File: src/rtl/regfile_wb_arbiter.sv
// rtl/regfile_wb_arbiter.sv - regfile write-port arbiter between writeback and multdiv
// Registered write port, starvation guard for md, and per-register pending scoreboard.
module regfile_wb_arbiter #(
  parameter int STARVE_LIMIT = 4,
  parameter int CNT_W        = 3
) (
  input  logic        clock,
  input  logic        ctrl_reset,
  input  logic        wb_valid,
  input  logic [4:0]  wb_reg,
  input  logic [31:0] wb_data,
  output logic        wb_ready,
  input  logic        md_issue,
  input  logic [4:0]  md_issue_reg,
  input  logic        md_valid,
  input  logic [4:0]  md_reg,
  input  logic [31:0] md_data,
  output logic        md_ready,
  input  logic [4:0]  chk_regA,
  input  logic [4:0]  chk_regB,
  output logic        hazard_A,
  output logic        hazard_B,
  output logic        ctrl_writeEnable,
  output logic [4:0]  ctrl_writeReg,
  output logic [31:0] data_writeReg,
  output logic        issue_err
);

  localparam logic [CNT_W-1:0] LIMIT = CNT_W'(STARVE_LIMIT);

  logic [CNT_W-1:0] cnt_q, cnt_d;
  logic             we_q, we_d;
  logic [4:0]       wreg_q, wreg_d;
  logic [31:0]      wdata_q, wdata_d;
  logic [31:0]      pending_q, pending_d;
  logic             err_q, err_d;
  logic             md_force, gnt_wb, gnt_md;

  always_comb begin
    md_force = md_valid && (cnt_q == LIMIT);
    gnt_md   = md_valid && (md_force || !wb_valid);
    gnt_wb   = wb_valid && !md_force;
  end

  assign wb_ready = gnt_wb;
  assign md_ready = gnt_md;

  always_comb begin
    cnt_d   = cnt_q;
    we_d    = 1'b0;
    wreg_d  = wreg_q;
    wdata_d = wdata_q;
    if (!md_valid || gnt_md) begin
      cnt_d = '0;
    end else if (cnt_q != LIMIT) begin
      cnt_d = cnt_q + 1'b1;
    end
    // r0 grants are accepted but never strobe the regfile
    if (gnt_wb) begin
      we_d    = (wb_reg != 5'd0);
      wreg_d  = wb_reg;
      wdata_d = wb_data;
    end else if (gnt_md) begin
      we_d    = (md_reg != 5'd0);
      wreg_d  = md_reg;
      wdata_d = md_data;
    end
  end

  always_comb begin
    pending_d = pending_q;
    err_d     = err_q;
    if (gnt_md) begin
      pending_d[md_reg] = 1'b0;
    end
    // applied after the clear so a same-cycle issue wins
    if (md_issue && (md_issue_reg != 5'd0)) begin
      pending_d[md_issue_reg] = 1'b1;
      if (pending_q[md_issue_reg]) begin
        err_d = 1'b1;
      end
    end
  end

  always_ff @(posedge clock or posedge ctrl_reset) begin
    if (ctrl_reset) begin
      cnt_q     <= '0;
      we_q      <= 1'b0;
      wreg_q    <= 5'd0;
      wdata_q   <= 32'd0;
      pending_q <= 32'd0;
      err_q     <= 1'b0;
    end else begin
      cnt_q     <= cnt_d;
      we_q      <= we_d;
      wreg_q    <= wreg_d;
      wdata_q   <= wdata_d;
      pending_q <= pending_d;
      err_q     <= err_d;
    end
  end

  assign hazard_A = (chk_regA != 5'd0) && (pending_q[chk_regA] || (we_q && (wreg_q == chk_regA)));
  assign hazard_B = (chk_regB != 5'd0) && (pending_q[chk_regB] || (we_q && (wreg_q == chk_regB)));

  assign ctrl_writeEnable = we_q;
  assign ctrl_writeReg    = wreg_q;
  assign data_writeReg    = wdata_q;
  assign issue_err        = err_q;

endmodule

File: config.mk
export PLATFORM = sky130hd
export DESIGN_NAME = regfile_wb_arbiter
export DESIGN_NICKNAME = d
export VERILOG_FILES = /design/src/rtl/regfile_wb_arbiter.sv
export SDC_FILE = /design/constraint.sdc
export NUM_CORES = 1
export LEC_CHECK = 0
export ABC_AREA = 1
export ABC_CLOCK_PERIOD_IN_PS = 2500
export CELL_PAD_IN_SITES_DETAIL_PLACEMENT = 0
export CELL_PAD_IN_SITES_GLOBAL_PLACEMENT = 1
export CORE_UTILIZATION = 41
export CTS_BUF_LIST = sky130_fd_sc_hd__clkbuf_2
export DETAILED_ROUTE_END_ITERATION = 10
export DONT_BUFFER_PORTS = 1
export PLACE_DENSITY_LB_ADDON = 0.25
export SYNTH_ARGS = -nofsm -noshare
export SYNTH_HDL_FRONTEND = slang
export SYNTH_SLANG_ARGS = --single-unit
File: constraint.sdc
create_clock -name clock -period 2.5 [get_ports clock]
set_input_delay 0.75 -clock clock [delete_from_list [all_inputs] [get_ports clock]]
set_output_delay 0.75 -clock clock [all_outputs]
set_load 0.03 [all_outputs]
==> out/metrics.cfg <==
[run_status]
outcome = finished with violations
violations = negative setup slack

[sta]
fin_crit_sh_pct = 101
fin_ws_ps = -20.9
setup_tns_ps = -25.9
finalHoldViolCount = 0
max-slew-margin-rel_pct = 52.5
setup_violations = 2
finClkSkew_ps = 32.0
tightest_slew_ps = 711
post-route-min-period_ps = 2520
grt_setup_unrepaired = yes
max_freq_mhz = 397
slew_violations = 0

[global_route]
grt_max_degree = 41
grtUsageTotal_pct = 24.5
grt_first_pass_wirelength_mm = 21.3
grt_pass1_vias = 4158
grt_antenna_before_repair = 0
grt_overflow = 0

[die]
die_area_sq_um = 11200
start_util_pct = 42.5
die_h_um = 106
num_io_pins = 137
coreArea_sq_um = 10400
chipWidth_um = 106
fp-row-count = 37

[power_and_ir_drop]
ir_drop_uv = 290
power.leakage_nw = 2.43
combPwrFrac_pct = 26.0
powerDensity_nw_per_um2 = 637
intPower_mw = 1.92
pwr-share-clk_pct = 22.2
p_seq_share_pct = 51.8
swShare_pct = 39.2
p_sw_mw = 1.24

[finish]
drive_above_1_share_pct = 11.4
diodes = 0
nNetsFinal = 764
fin_area_sq_um = 4970
synthToLayoutAreaGrowth_pct = 12.7

[detailed_routing]
drt_drc_violations_left = 0
postRouteAntennaNets = 0
via_per_inst = 5.54
detail_route.wl_per_cell_um = 17.1
routed_wl_mm = 13.8
num_vias = 4480
drtIter0Drc = 468
dr.pass1.iters = 5

[placed_design]
dp_hpwl_mm = 9.89
postPlaceCellArea_sq_um = 4600
pre_cts_ws_ps = 39.6
portBuffers = 0
gp_congestion = 0.910

[clocking]
htreeDepth = 3
cts_tree = built
cts.sinks = 74
cts_buffers = 9
cts.path.max_buffers = 2
cts_root_buf = clkbuf_2
clkTransAtPathRegs_ps = 240
clk_latency_ps = 530

[synth]
yosys_register_bits = 74
synth_fp_nets = 745
synth_cell_type_count = 29
synth_area_per_cell_sq_um = 6.79
ys_seq_area_share_pct = 42.0
synth_area_sq_um = 4410
synth_ff_type = dfrtp_1
synth_edf_count = 0
yosysWarnings = 0
synthArstFlopShare_pct = 100
netlist_instances = 649

[critical_path]
required_ps = 1750
crit_chain = inv_2 -> o22ai_1 -> a21oi_1 -> nand3_1 -> nand3_1 -> nand2_1 -> inv_2
crit_path_top_delay_cell = dfrtp_2
critPathArrivalTime_ps = 1770
end_kind = output port
cp-start-kind = flop
critical-path-max-stage-delay_ps = 550
setup.worst_path.class = reg -> out
path_max_fanout = 5

[hold_path]
hp-class = in -> async

[flow_run]
drv_cap = 0

[state kept, by name, indices dropped and copies added (netlist names)]
register / cells
cnt_q: 3
ctrl_writeEnable: 1
ctrl_writeReg: 5
data_writeReg: 32
issue_err: 1
pending_q: 32
[what timing repair did]
item	CTS	global route
pin swaps	3	6
hold buffers	0	0
endpoints found under the setup margin	2	4
cloned	0	4
setup buffers	0	13
resized for setup	9	15
[cell usage after synthesis, types with 2 or more instances]
cell,count,area share [%]
nand2_1,232,20
o21ai_1,2,0.23
buf_6,5,1.3
nand4_1,3,0.43
nand2_2,2,0.28
nor2_1,37,3.2
inv_1,65,5.5
o21ai_0,68,7.7
inv_2,3,0.26
nor3_1,3,0.34
clkinv_1,2,0.17
clkbuf_1,2,0.17
dfrtp_1,74,42
a21oi_1,7,0.79
buf_2,13,1.5
ha_1,2,0.57
nand3_1,108,12
o211ai_1,5,0.85
o22ai_1,4,0.57
buf_4,3,0.51
[metal layers]
metal | GRT usage, % | share of wire (%) | wire length (um) | vias up
met5 | 0 | 0 | 0 | -
met4 | 7.24 | 1.6 | 223 | 0
met3 | 5.38 | 9.1 | 1260 | 21
met2 | 39.2 | 48 | 6590 | 231
met1 | 33.3 | 42 | 5760 | 2098
li1 | - | - | - | 2130
[worst paths after layout]
check	startpoint	to	slack, ps	cells past startpoint
worst min register to register	pending_q[5]	pending_q[5]	540	2
worst min-delay path	ctrl_reset	data_writeReg[16]	160	1
min in group clock	md_data[14]	data_writeReg[14]	320	2
max in group asynchronous	ctrl_reset	pending_q[18]	1720	2
worst max register to register	cnt_q[1]	pending_q[1]	480	12
worst max-delay path	ctrl_writeReg[2]	hazard_A	-20	7
[power groups by stage]
stage	Combinational [mW]	Sequential [mW]	Clock, mW
after floorplan	0.549	1.61	0
after global placement	0.719	1.65	0
after detailed placement	0.729	1.65	0
after CTS	0.733	1.63	0.726
after global routing	0.929	1.66	0.798
final	0.821	1.64	0.703
[layout make-up]
cell class / instances / area (sq um)
Inverter: 70 / 269
Clock inverter: 7 / 78.8
Timing Repair Buffer: 32 / 385
Sequential cell: 74 / 1860
Tap cell: 136 / 170
Multi-Input combinational cell: 481 / 2160
Fill cell: 1058 / 5400
Clock buffer: 9 / 45.0
[logic make-up after synthesis]
| group | after synthesis | synth area share (%) |
|---|---|---|
| AND/OR/NAND/NOR | 388 | 36.8 |
| AO/OA/AOI/OAI | 89 | 10.8 |
| adder cells (fa/ha/maj) | 2 | 0.568 |
| flip-flops | 74 | 42.0 |
| XOR/XNOR | 2 | 0.398 |
| buffers and inverters | 94 | 9.48 |
[cells in the final DEF, fill, tap and decap left out, types with 2 or more instances in the layout]
| cell type | netlist | final |
|---|---|---|
| clkinv_1 | 2 | 2 |
| clkbuf_16 | 0 | 4 |
| nand4_1 | 3 | 3 |
| nand3_1 | 108 | 107 |
| nand2_2 | 2 | 3 |
| nand2_1 | 232 | 231 |
| buf_4 | 3 | 22 |
| o211ai_1 | 5 | 5 |
| inv_1 | 65 | 50 |
| o22ai_1 | 4 | 4 |
| clkbuf_2 | 0 | 9 |
| nor2_1 | 37 | 37 |
| clkinv_4 | 0 | 2 |
| buf_12 | 0 | 6 |
| o21ai_0 | 68 | 67 |
| clkinvlp_4 | 0 | 3 |
| a21oi_1 | 7 | 7 |
| inv_2 | 3 | 16 |
| o21ai_1 | 2 | 3 |
| nor3_1 | 3 | 2 |
| dfrtp_1 | 74 | 71 |
| dfrtp_2 | 0 | 3 |
[critical path, delay by kind of cell, from the launching register on]
family          cells  cell delay (ps)
buf+inv             2              220
flops               1              550
simple gates        3              260
compound gates      2              210
[stage by stage]
stage / utilization, % / hold slack [ps] / total power, mW / instances
final: 47.9 / 159 / 3.16 / 809
after global placement: 44.4 / 445 / 2.37 / 776
after floorplan: - / 431 / 2.16 / 649
after detailed placement: 44.4 / 464 / 2.38 / 776
after global routing: 47.9 / 134 / 3.38 / 809
after CTS: 45.6 / 137 / 3.09 / 792
Note: power is estimated with default switching activity, not from simulation.
